===== src/rtl/mem_arb_pkg.sv =====
// mem_arb_pkg -- shared types for the two-port memory arbiter.
//   state_t        : arbiter FSM state (IDLE, ISSUE, WAIT)
//   PORT_F/PORT_D  : requester ids (instruction fetch / load-store)
package mem_arb_pkg;

  typedef enum logic [1:0] {
    IDLE  = 2'd0,
    ISSUE = 2'd1,
    WAIT  = 2'd2
  } state_t;

  localparam logic PORT_F = 1'b0;
  localparam logic PORT_D = 1'b1;

endpackage


===== src/rtl/mem_arb_pick.sv =====
// mem_arb_pick -- combinational winner selection for mem_arbiter.
// Build option: MEM_ARB_ROUND_ROBIN_EN
//   defined   : a tie grants the port that did not win most recently
//               (lastGrant input present).
//   undefined : a tie always grants the load/store port (no lastGrant input).
// Ports:
//   F_req, D_req : requests from fetch and load/store ports
//   lastGrant    : id of the most recent winner (round-robin build only)
//   winner       : id of the selected port (only meaningful when a req is high)
module mem_arb_pick
  import mem_arb_pkg::*;
(
  input  logic F_req,
  input  logic D_req,
`ifdef MEM_ARB_ROUND_ROBIN_EN
  input  logic lastGrant,
`endif
  output logic winner
);

  always_comb begin
    winner = PORT_F;
    if (F_req && D_req) begin
`ifdef MEM_ARB_ROUND_ROBIN_EN
      winner = (lastGrant == PORT_F) ? PORT_D : PORT_F;
`else
      winner = PORT_D;
`endif
    end else if (D_req) begin
      winner = PORT_D;
    end else begin
      winner = PORT_F;
    end
  end

endmodule


===== src/rtl/mem_arbiter.sv =====
// mem_arbiter -- arbitrates a read-only fetch port (F) and a load/store
// port (D) onto one shared memory with a fixed read latency.
// Build option: MEM_ARB_ROUND_ROBIN_EN (tie policy, see mem_arb_pick).
// Parameters: DATA_W, ADDR_W, MEM_LAT (read latency, legal 1..3).
// Ports:
//   clock, reset_n                     : clock, async active-low reset
//   F_req/F_addr/F_gnt/F_rvalid/F_rdata: fetch requester
//   D_req/D_we/D_addr/D_wdata/D_gnt/D_rvalid/D_rdata : load/store requester
//   MemRead/MemWrite/MemIn/WriteData/MemOut : shared memory
//   busy     : high whenever the FSM is not IDLE
//   dbgState : current FSM state, for observation only
//
// Handshake: a requester raises req with addr/we/wdata and holds them stable
// until it sees gnt. The request is accepted on the rising edge where the FSM
// is IDLE and the port wins; gnt is a one-cycle pulse in the following ISSUE
// cycle. Dropping req before acceptance cancels the access. For reads, rvalid
// pulses for one cycle MEM_LAT+1 cycles after the ISSUE cycle and rdata holds
// until the next read completion for that port.
module mem_arbiter
  import mem_arb_pkg::*;
#(
  parameter int DATA_W  = 16,
  parameter int ADDR_W  = 16,
  parameter int MEM_LAT = 1
) (
  input  logic              clock,
  input  logic              reset_n,
  input  logic              F_req,
  input  logic [ADDR_W-1:0] F_addr,
  output logic              F_gnt,
  output logic              F_rvalid,
  output logic [DATA_W-1:0] F_rdata,
  input  logic              D_req,
  input  logic              D_we,
  input  logic [ADDR_W-1:0] D_addr,
  input  logic [DATA_W-1:0] D_wdata,
  output logic              D_gnt,
  output logic              D_rvalid,
  output logic [DATA_W-1:0] D_rdata,
  output logic              MemRead,
  output logic              MemWrite,
  output logic [ADDR_W-1:0] MemIn,
  output logic [DATA_W-1:0] WriteData,
  input  logic [DATA_W-1:0] MemOut,
  output logic              busy,
  output state_t            dbgState
);

  // MEM_LAT is limited to 1..3, so a 2-bit latency counter suffices.
  localparam logic [1:0] LAT_INIT = 2'(MEM_LAT);

  state_t            state;
  state_t            stateNext;
  logic [1:0]        cnt;
  logic [1:0]        cntNext;
  logic              accept;
  logic              capture;
  logic              winner;
  logic              winReg;
  logic              weReg;
  logic [ADDR_W-1:0] addrReg;
  logic [DATA_W-1:0] wdataReg;

`ifdef MEM_ARB_ROUND_ROBIN_EN
  logic lastGrant;

  always_ff @(posedge clock or negedge reset_n) begin
    if (!reset_n) begin
      lastGrant <= PORT_F;
    end else if (accept) begin
      lastGrant <= winner;
    end
  end

  mem_arb_pick uPick (
    .F_req     (F_req),
    .D_req     (D_req),
    .lastGrant (lastGrant),
    .winner    (winner)
  );
`else
  mem_arb_pick uPick (
    .F_req  (F_req),
    .D_req  (D_req),
    .winner (winner)
  );
`endif

  // FSM state and latency counter
  always_ff @(posedge clock or negedge reset_n) begin
    if (!reset_n) begin
      state <= IDLE;
      cnt   <= '0;
    end else begin
      state <= stateNext;
      cnt   <= cntNext;
    end
  end

  always_comb begin
    stateNext = state;
    cntNext   = cnt;
    accept    = 1'b0;
    capture   = 1'b0;
    case (state)
      IDLE: begin
        if (F_req || D_req) begin
          accept    = 1'b1;
          stateNext = ISSUE;
        end
      end
      ISSUE: begin
        if (weReg) begin
          stateNext = IDLE;
        end else begin
          stateNext = WAIT;
          cntNext   = LAT_INIT;
        end
      end
      WAIT: begin
        cntNext = cnt - 2'd1;
        // Memory data is valid during the last WAIT cycle.
        if (cnt == 2'd1) begin
          capture   = 1'b1;
          stateNext = IDLE;
        end
      end
      default: begin
        stateNext = IDLE;
        cntNext   = '0;
      end
    endcase
  end

  // Latched request, read-return registers
  always_ff @(posedge clock or negedge reset_n) begin
    if (!reset_n) begin
      winReg   <= PORT_F;
      weReg    <= 1'b0;
      addrReg  <= '0;
      wdataReg <= '0;
      F_rvalid <= 1'b0;
      D_rvalid <= 1'b0;
      F_rdata  <= '0;
      D_rdata  <= '0;
    end else begin
      if (accept) begin
        winReg   <= winner;
        weReg    <= (winner == PORT_D) ? D_we : 1'b0;
        addrReg  <= (winner == PORT_D) ? D_addr : F_addr;
        wdataReg <= (winner == PORT_D) ? D_wdata : '0;
      end
      F_rvalid <= capture && (winReg == PORT_F);
      D_rvalid <= capture && (winReg == PORT_D);
      if (capture && (winReg == PORT_F)) begin
        F_rdata <= MemOut;
      end
      if (capture && (winReg == PORT_D)) begin
        D_rdata <= MemOut;
      end
    end
  end

  assign F_gnt     = (state == ISSUE) && (winReg == PORT_F);
  assign D_gnt     = (state == ISSUE) && (winReg == PORT_D);
  assign MemRead   = (state == ISSUE) && !weReg;
  assign MemWrite  = (state == ISSUE) && weReg;
  assign MemIn     = addrReg;
  assign WriteData = wdataReg;
  assign busy      = (state != IDLE);
  assign dbgState  = state;

endmodule


===== config.mk =====
export PLATFORM = sky130hd
export DESIGN_NAME = mem_arbiter
export DESIGN_NICKNAME = d
export VERILOG_FILES = /design/src/rtl/mem_arb_pkg.sv /design/src/rtl/mem_arb_pick.sv /design/src/rtl/mem_arbiter.sv
export SDC_FILE = /design/constraint.sdc
export NUM_CORES = 1
export LEC_CHECK = 0
export BUFFER_PORTS_ARGS = -buffer_cell sky130_fd_sc_hd__buf_2
export CAP_MARGIN = 40
export CORE_ASPECT_RATIO = 2
export CORE_MARGIN = 2
export CORE_UTILIZATION = 42
export DETAILED_ROUTE_END_ITERATION = 16
export PLACE_DENSITY = 0.76
export SLEW_MARGIN = 20
export SYNTH_ARGS = -nofsm -noshare
export SYNTH_HDL_FRONTEND = slang
export SYNTH_SLANG_ARGS = --single-unit

===== constraint.sdc =====
create_clock -name clock -period 1.3 [get_ports clock]
set_input_delay 0.195 -clock clock [delete_from_list [all_inputs] [get_ports clock]]
set_output_delay 0.195 -clock clock [all_outputs]
set_load 0.1 [all_outputs]

== Word level (Yosys, flattened, before mapping) ==
Index checks and enable logic that the tools add are counted.
W data, S select, Z words.

* Add/sub/neg operators: 1
* Equal/unequal tests: 6
* Mux-type cells: 15
* Bitwise gates (word level): 2
* Reductions and logical operators: 13

{| class="wikitable"
|+ Operators with widths
! cell !! count
|-
| $mux W16 || 2
|-
| $pmux W2 S3 || 2
|-
| $mux W2 || 4
|-
| $logic_and A1 B1 Y1 || 7
|-
| $mux W1 || 7
|-
| $ne A2 B2 Y1 const B || 3
|-
| $eq A2 B1 Y1 const B || 2
|-
| $reduce_and A2 Y1 || 2
|-
| $eq A2 B2 Y1 const B || 1
|-
| $logic_not A2 Y1 || 1
|-
| $not A1 Y1 || 2
|-
| $reduce_bool A2 Y1 || 1
|-
| $sub A2 B1 Y2 const B || 1
|-
| $logic_not A1 Y1 || 1
|-
| $logic_or A1 B1 Y1 || 1
|}

* Register bits after elaboration: 72
* Input bits: 69
* Output and inout bits: 73

== Longest topological paths before layout ==
Gate-level depths: netlist of run 1.

* Depth in word-level cells: 4
* Mapped depth: 6

== By module ==
From an unflattened synthesis of run 1, not the netlist that was laid out.

* Cell total of the unflattened synthesis: 248
* Area total of the unflattened synthesis: 3005.4 µm²

{| class="wikitable"
|+ By module, submodules not included
! module !! times used !! cells an instance !! area each (µm²) !! seq. area each (µm²)
|-
| mem_arbiter || 1 || 247 || 3001.6 || 1801.7
|-
| mem_arb_pick || 1 || 1 || 3.8 || 0.0
|}

== Worst setup path after synthesis of run 1 ==
No wires, ideal clock.

* Path type: reg-to-reg
* Start point: register state[0] (netlist: dbgState[0])
* End point: register state[1] (netlist: dbgState[1])
* Setup time: 0.076 ns
* Data arrival time: 2.956 ns
* Data required time: 1.224 ns
* Setup slack: -1.731 ns
* Cell stages (with the launch flop): 4
* Buffers on the path: 0
* Clock period less this slack: 3.031 ns
* Cell sequence: dfrtp_1 -> ha_1 -> nor2b_1 -> mux2_1

* Word-level cells in the longest chain between the ends: 3
* Elaborated cells between the ends (all ways): 7
* Those cells by class: 4 x eq/ne; 1 x mux; 2 x reduce/logical

{| class="wikitable"
|+ Ends and longest elaborated chain
! item !! RTL line !! RTL
|-
| start, declared || mem_arbiter.sv:52 || <nowiki>state_t state;</nowiki>
|-
| start signal, assigned || mem_arbiter.sv:95 || <nowiki>state <= stateNext;</nowiki>
|-
| $eq A2 B2 Y1 / $logic_not A2 Y1 (equally long branches) || mem_arbiter.sv:105 || <nowiki>case (state)</nowiki>
|-
| $ne A2 B2 Y1 (no line) || -- ||
|-
| $reduce_and A2 Y1 (no line) || -- ||
|}

Several ways; a longest one is shown, not always the timed one.
A chain may end at the register's enable or synchronous reset.

== Worst setup path in the final report of run 1 ==
* Start point: register state[1] (netlist: dbgState[1])
* End point: output port MemRead

* Word-level cells in the longest chain between the ends: 2

{| class="wikitable"
|+ Ends and longest elaborated chain
! item !! RTL line !! RTL
|-
| $eq A2 B1 Y1 || mem_arbiter.sv:166 || <nowiki>assign MemRead = (state == ISSUE) && !weReg;</nowiki>
|-
| $logic_and A1 B1 Y1 || mem_arbiter.sv:166 ||
|-
| end, declared || mem_arbiter.sv:40 || <nowiki>output logic MemRead,</nowiki>
|}

No other way between the ends.

==> results of run 1 <==
-- flip-flops by register name, indices dropped and copies added, names as in the netlist, 2 cells and up --
register and flops:
F_rdata 16, dbgState 2, cnt 2, D_rdata 16, MemIn 16, WriteData 16
-- metrics by stage --
step                      worst slack (ns)  instance area [um2]  std cells  hold slack (ns)  util [%]
after global placement              -0.255                 4200        487            0.116      60.5
final                               -0.364                 5140        528           0.0906      74.1
after floorplan                     -0.462                 3080        249           -0.101         -
after global routing                -0.430                 5140        528           0.0912      74.1
after detailed placement            -0.315                 4200        487            0.118      60.5
after CTS                           -0.387                 4990        525           0.0806      71.9
-- final cells by class --
type	instances	area, um2	area share, %
timing repair buffer	186	1640	31.8
multi-input combinational	157	1250	24.2
inverter	7	38.8	0.754
sequential	72	1810	35.2
clock inverter	2	37.5	0.730
clock buffer	14	264	5.13
tap	90	113	2.19
-- layer usage --
layer | global-route usage, % | part of all wire [%] | vias up
li1 | - | - | 1209
met1 | 23.2 | 35 | 1265
met2 | 40.7 | 57 | 122
met3 | 5.37 | 6.0 | 8
met4 | 9.65 | 1.7 | 0
met5 | 0 | 0 | -
-- worst reg2reg max path, delay by kind of cell (launching register included) --
family | cells | cell delay, ns
AND/OR/NAND/NOR | 1 | 0.15
buffers and inverters | 3 | 0.39
flip-flops | 1 | 0.49
adder cells (fa/ha/maj) | 1 | 0.18
multiplexers | 1 | 0.33
-- logic make-up (layout without fill, tap and decap cells) --
logic type	count (synthesis)	count (layout)	share of synthesized area, %
AND/OR/NAND/NOR	80	80	12.3
flip-flops	72	72	60.1
multiplexers	50	50	18.1
AO/OA/AOI/OAI	22	22	4.00
buffers and inverters	20	209	3.50
adder cells (fa/ha/maj)	5	5	2.09
-- final timing paths --
kind                                           from                        to  slack [ns]  cells past startpoint
hold / removal                           D_wdata[2]  WriteData[2]$_DFFE_PN0P_        0.09                      3
max in group asynchronous                   reset_n   F_rdata[10]$_DFFE_PN0P_        0.47                      3
setup / recovery            dbgState[1]$_DFFE_PN0P_                   MemRead       -0.36                      5
min in group asynchronous                   reset_n   D_rdata[11]$_DFFE_PN0P_        0.32                      2
hold reg to reg            WriteData[6]$_DFFE_PN0P_  WriteData[6]$_DFFE_PN0P_        0.46                      2
setup reg to reg            dbgState[1]$_DFFE_PN0P_    F_rdata[8]$_DFFE_PN0P_       -0.35                      6
-- layout by cell type, fill, tap and decap left out, drive strengths merged --
cell type	instances
a221o	1
mux2	34
nand2	54
nand3b	1
dlygate4sd3	1
nor4	1
inv	7
nand3	19
nor2b	2
and2	2
clkbuf	41
clkinvlp	1
mux2i	16
nand2b	1
o21ai	19
dfrtp	72
ha	5
bufinv	1
buf	158
o32a	1
a21oi	1
-- timing repair --
action,4_1_cts,5_1_grt
gates resized for setup,76,48
setup endpoints to repair,105,105
setup buffers,13,4
hold buffers,1,0
endpoints found under the hold margin,22,0
pin swaps,1,6
cloned,8,1
==> qor.yml, run 1 <==
critical_path_arrival_ns: 1.47
synth_most_common_cell: "dfrtp_1"
path_cells: "inv_4 -> buf_6 -> ha_4 -> nor2b_4 -> buf_12"
synthArstFlopShare_pct: 100
gp_congestion: 0.758
synth_warnings: 0
synth_top_area_share_pct: 60.1
hp-class: "input port to flop"
fmax_mhz: 601
cp_top_family: "flip-flops"
grt-ovfl-total: 0
drive_gt1_share_pct: 61.2
cts_tree: "yes"
cp-start-kind: "flop"
drt_iter0_markers: 145
synth_area_leaders: "dfrtp_1 (60%), mux2_2 (12%), nand2_1 (6.8%)"
totalWireLength_um: 8440
cp_max_fo: 6
ys_types: 23
seq_area_frac_synth_pct: 60.1
drc: 0
finalWorstSetupSlack_ns: -0.364
cap_violations: 0
drt_first_pass_iters: 4
tightestPinTransition_ns: 0.511
insertion_delay_ns: 0.32
htree_levels: 3
grtUsageTotal_pct: 22.0
vias: 2604
fin_skew_ns: 0.00567
area_delta_synth_final_pct: 71.5
syn_area_mm2: 0.00300
finalSetupTns_ns: -19.19
clock_sinks: 72
grt_pass1_wl_um: 12700
finalHoldViolCount: 0
path_clk_slew_ns: 0.06
die_h_um: 124
start_util_pct: 43.2
slowest_delay_ns: 0.49
rsz0062_at_grt: "yes"
crit_type: "flop to output pin"
slew_headroom_pct: 66.2
viasPerCell: 4.93
cp_data_required_time_ns: 1.11
crit_slowest_cell: "dfrtp_4"
yosysTopAreaCell: "dfrtp_1"
num_rows: 43
end_kind: "output pin"
syn_area_per_cell_um2: 12.0
status: "finished with violations"
antenna_found_initial: 0
ioPinCount: 142
synth_nets: 323
period_needed_ns: 1.66
synth-seq-cells: 72
wl_per_cell_um: 16.0
port-buffer-count: 141
root_buffer: "clkbuf_16"
die_area_mm2: 0.00788
finalSetupViolCount: 78
fin_nets: 507
synth_edf_count: 0
cts_made_buffers: 9
die_w_um: 63.8
ys.flop_type: "dfrtp_1"
clk_path_buf_depth: 2
antennaDiodeCount: 0
yosys-top-cells-count: "dfrtp_1 (72), nand2_1 (54), mux2_2 (32), nand3_1 (18), o21ai_0 (18)"
dp_hpwl_um: 5340
num-fill-cells: 446
fin_crit_sh_pct: 128
path_buf_inv: 3
detail-route-antenna-nets: 0
slew_viol_final: 0
failed_checks: "negative setup slack"
synthCells: 249
coreArea_mm2: 0.00694
grt_pass1_vias: 2615
grt_max_degree: 38
Power of run 1 is not shown: default switching activity piles up to over one toggle a cycle in this logic, so the estimate is an artifact.
==> run 2, diff against run 1 <==
Settings changed: CELL_PAD_IN_SITES_DETAIL_PLACEMENT set to 1, CELL_PAD_IN_SITES_GLOBAL_PLACEMENT set to 1, CORE_UTILIZATION 42 to 31, PLACE_DENSITY 0.76 to not set, PLACE_DENSITY_LB_ADDON set to 0.1.
==> qor.yml, run 2 (synthesis results as in run 1) <==
htree_levels: 3  # unchanged
r2r_slack_ns: -0.34  # about the same
layout_commonest_cell: "dfrtp_1"
end_kind: "output pin"
clock_sinks: 72  # unchanged
drive_gt1_share_pct: 64.6  # +3.4 points
finalSetupViolCount: 79  # +1.3%
crit_type: "flop to output pin"
timing.rr.end: "dbgState[0]$_DFFE_PN0P_"
finalSetupTns_ns: -20.87  # -1.68 ns
antennaDiodeCount: 0  # unchanged
die_h_um: 143  # +16%
worstRegToRegCells: 6  # unchanged
fin_nets: 512  # +0.99%
coreArea_mm2: 0.00938  # +35%
fin_crit_sh_pct: 132  # +3.9 points
antenna_found_initial: 0  # unchanged
place_area_mm2: 0.00420  # about the same
cp-startpoint: "dbgState[1]$_DFFE_PN0P_"
drc: 0  # unchanged
cp_data_required_time_ns: 1.11  # about the same
detail-route-antenna-nets: 0  # unchanged
start_util_pct: 32.0  # -11 points
cts_made_buffers: 9  # unchanged
slew_headroom_pct: 67.6  # +1.4 points
cp_max_fo: 7  # +1
grtUsageTotal_pct: 19.6  # -2.4 points
ioPinCount: 142  # unchanged
gp_congestion: 0.688  # -9.2%
critical_path_arrival_ns: 1.52  # +0.05 ns
failed_checks: "negative setup slack"
finalHoldViolCount: 0  # unchanged
status: "finished with violations"
fmax_mhz: 583  # -2.9%
r2r_start: "dbgState[1]$_DFFE_PN0P_"
root_buffer: "clkbuf_16"
die_area_mm2: 0.0105  # +34%
hold_start: "D_wdata[9]"
drt_iter0_markers: 28  # -81%
most-common-layout-cells: "dfrtp_1 (70), buf_2 (69), buf_4 (65)"
cp-start-kind: "flop"
fin_skew_ns: 0.00477  # -0.000900 ns
grt_pass1_wl_um: 15100  # +18%
grt-ovfl-total: 0  # unchanged
area_delta_synth_final_pct: 79.6
design_area_mm2: 0.00539  # +4.8%
num_rows: 50  # +16%
grt_pass1_vias: 2893  # +11%
clk_path_buf_depth: 2  # unchanged
wl_per_cell_um: 17.8  # +11%
hp-class: "input port to flop"
period_needed_ns: 1.71  # +0.0504 ns
path_clk_slew_ns: 0.06  # about the same
tightestPinTransition_ns: 0.490  # -0.0213 ns
cap_violations: 0  # unchanged
die_w_um: 73.6  # +15%
rsz0062_at_grt: "yes"
totalWireLength_um: 9730  # +15%
vias: 2640  # +1.4%
dp_hpwl_um: 5890  # +10%
crit_end: "MemRead"
insertion_delay_ns: 0.33  # about the same
slew_viol_final: 0  # unchanged
drt_first_pass_iters: 4  # unchanged
cts_tree: "yes"
fin_hold_ws_ns: 0.0877  # -0.00293 ns
num-fill-cells: 992  # +120%
finalWorstSetupSlack_ns: -0.414  # -0.0504 ns
grt_max_degree: 27  # -29%
port-buffer-count: 141  # unchanged
viasPerCell: 4.83  # -2.1%
run 2: stage by stage:
step / cells / util, % / setup slack (ns)
2_1_floorplan: 249 / - / -0.462
3_3_place_gp: 501 / 44.8 / -0.267
3_5_place_dp: 501 / 44.8 / -0.340
4_1_cts: 544 / 55.5 / -0.445
5_1_grt: 547 / 57.4 / -0.485
6_report: 547 / 57.4 / -0.414
run 2: worst max-delay path, stage by stage, from the launching register on:
cell	delay [ns]
dfrtp_4	0.49
inv_4	0.07
buf_6	0.09
ha_4	0.15
nor2b_4	0.20
buf_12	0.19
run 2: layout make-up:
class	instances	area, um2	share of cell area [%]
Multi-Input combinational cell	158	1320	24.4
Timing Repair Buffer	190	1760	32.7
Sequential cell	72	1810	33.6
Clock inverter	6	108	2.00
Inverter	7	38.8	0.720
Tap cell	104	130	2.41
Clock buffer	10	229	4.25
run 2: repair_timing:
item	CTS	global route
endpoints found under the setup margin	124	93
endpoints found under the hold margin	16	0
gates cloned	13	0
buffers inserted	13	6
pin swaps	1	5
hold buffers	1	0
gates resized for setup	96	49
run 2: worst min path at each step:
stage	end	slack [ns]	cells after the start
2_1_floorplan	D_rdata[0]$_DFFE_PN0P_	-0.10	0
3_3_place_gp	D_rdata[3]$_DFFE_PN0P_	0.1	1
3_5_place_dp	D_rdata[3]$_DFFE_PN0P_	0.10	1
4_1_cts	WriteData[8]$_DFFE_PN0P_	0.08	3
5_1_grt	WriteData[8]$_DFFE_PN0P_	0.09	3
6_report	WriteData[9]$_DFFE_PN0P_	0.09	3
run 2: layer usage:
| metal | vias to the layer above | GRT usage (%) | part of all wire [%] |
|---|---|---|---|
| li1 | 1226 | - | - |
| met1 | 1293 | 18.1 | 31 |
| met2 | 107 | 38.7 | 61 |
| met3 | 14 | 4.66 | 5.6 |
| met4 | 0 | 7.46 | 2.2 |
| met5 | - | 0 | 0 |
Power of run 2 is left out for the same reason.
==> run 3, diff against run 2 <==
Settings changed: CORE_MARGIN 2 to not set, HOLD_SLACK_MARGIN set to 0.15.
==> qor.yml, run 3 (synthesis results as in run 1) <==
status: "finished with violations"
failed_checks: "negative setup slack"
critical_path_arrival_ns: 1.54  # +0.02 ns
fin_nets: 568  # +11%
antennaDiodeCount: 0  # unchanged
crit_type: "flop to output pin"
fin_crit_sh_pct: 133  # +1.4 points
num-fill-cells: 953  # -3.9%
cp-start-kind: "flop"
die_w_um: 71.6  # -2.7%
cp_data_required_time_ns: 1.11  # about the same
finalHoldViolCount: 0  # unchanged
drt_iter0_markers: 131  # +370%
finalSetupViolCount: 79  # unchanged
grt_pass1_vias: 3220  # +11%
cp_max_fo: 5  # -2
period_needed_ns: 1.73  # +0.0188 ns
detail-route-antenna-nets: 0  # unchanged
hp-class: "input port to flop"
slew_viol_final: 0  # unchanged
area_delta_synth_final_pct: 97.7
coreArea_mm2: 0.00938  # unchanged
final_cells: 603  # +10%
rsz0062_at_grt: "yes"
totalWireLength_um: 10500  # +8.0%
final_core_util_pct: 63.2  # +5.8 points
num_rows: 50  # unchanged
gp_congestion: 0.701  # +1.9%
clk_path_buf_depth: 2  # unchanged
wl_per_cell_um: 17.4  # -2.1%
die_area_mm2: 0.0101  # -4.1%
dp_hpwl_um: 5890  # about the same
cts_tree: "yes"
viasPerCell: 4.70  # -2.6%
hold_path_depth: 3  # unchanged
most-common-layout-cells: "buf_4 (73), dfrtp_1 (70), buf_2 (67)"
fmax_mhz: 577  # -1.1%
antenna_found_initial: 0  # unchanged
port-buffer-count: 141  # unchanged
grtUsageTotal_pct: 21.7  # +2.1 points
grt_pass1_wl_um: 16400  # +8.7%
finalWorstSetupSlack_ns: -0.433  # -0.0188 ns
ioPinCount: 142  # unchanged
drc: 0  # unchanged
cts_made_buffers: 9  # unchanged
hold_start: "F_addr[11]"
htree_levels: 3  # unchanged
path_clk_slew_ns: 0.05  # about the same
hold_path_end: "MemIn[11]$_DFFE_PN0P_"
dp.cells: 500  # -0.20%
finalSetupTns_ns: -24.02  # -3.16 ns
cap_violations: 0  # unchanged
root_buffer: "clkbuf_16"
tightestPinTransition_ns: 0.306  # -0.184 ns
clock_sinks: 72  # unchanged
die_h_um: 141  # -1.4%
r2r_slack_ns: -0.40  # -0.06 ns
drt_first_pass_iters: 2  # -2
end_kind: "output pin"
r2r_start: "dbgState[1]$_DFFE_PN0P_"
drive_gt1_share_pct: 55.7  # -8.8 points
fin_hold_ws_ns: 0.140  # +0.0526 ns
vias: 2835  # +7.4%
worstRegToRegCells: 7  # +1
slew_headroom_pct: 79.6  # +12 points
grt-ovfl-total: 0  # unchanged
grt_max_degree: 35  # +30%
insertion_delay_ns: 0.33  # about the same
layout_commonest_cell: "buf_4"
start_util_pct: 32.0  # unchanged
timing.rr.end: "D_rdata[6]$_DFFE_PN0P_"
fin_skew_ns: 0.00558  # +0.000813 ns
## run 3: cell count changes in the layout (fill, tap and decap cells not counted), moves of 3 or more
| cell | change |
|---|---|
| dlygate4sd3_1 | +53 |
| mux2_4 | +30 |
| mux2_2 | -29 |
| nand2_1 | +10 |
| buf_4 | +8 |
| nand2_2 | -6 |
| nand2_4 | -4 |
| o21ai_1 | +4 |
| o21ai_2 | -4 |
| buf_16 | -3 |
| buf_6 | -3 |
## run 3: worst max path at each step
stage                             from                      end  cells after the start
6_report       dbgState[1]$_DFFE_PN0P_                  MemRead                      5
5_1_grt        dbgState[1]$_DFFE_PN0P_                  MemRead                      5
4_1_cts        dbgState[1]$_DFFE_PN0P_                  MemRead                      5
3_5_place_dp   dbgState[0]$_DFFE_PN0P_  dbgState[0]$_DFFE_PN0P_                      5
3_3_place_gp   dbgState[0]$_DFFE_PN0P_  dbgState[0]$_DFFE_PN0P_                      5
2_1_floorplan  dbgState[0]$_DFFE_PN0P_  dbgState[0]$_DFFE_PN0P_                      5
## run 3: final cells by class
type	instances	area (um2)	share of cell area, %
Sequential cell	72	1810	30.5
Inverter	7	41.3	0.696
Tap cell	104	130	2.19
Timing Repair Buffer	247	2300	38.8
Clock inverter	4	45.0	0.759
Multi-Input combinational cell	157	1370	23.1
Clock buffer	12	236	3.99
## run 3: per-stage QoR
step | worst slack (ns) | area [um2]
6_report | -0.433 | 5930
5_1_grt | -0.482 | 5930
4_1_cts | -0.454 | 5730
3_5_place_dp | -0.303 | 4190
3_3_place_gp | -0.265 | 4190
2_1_floorplan | -0.462 | 3080
## run 3: critical path, stage by stage (launching register included)
cell and delay [ns]:
dfrtp_4 0.49, inv_4 0.06, buf_6 0.09, ha_4 0.16, nor2b_4 0.20, buf_12 0.19
## run 3: metal layers
metal | vias up | share of wire, % | wire, um | track usage, %
met2 | 92 | 60 | 6320 | 42.8
met4 | 0 | 1.8 | 194 | 8.15
met3 | 14 | 4.9 | 513 | 5.72
li1 | 1329 | - | - | -
met5 | - | 0 | 0 | 0
met1 | 1400 | 33 | 3480 | 20.5
## run 3: timing repair
action | in CTS | in global routing
hold buffers | 54 | 0
pin swaps | 0 | 6
endpoints found under the hold margin | 132 | 0
cloned | 7 | 3
setup buffers | 17 | 10
gates resized for setup | 116 | 46
setup endpoints to repair | 124 | 94
Power of run 3 is left out for the same reason.
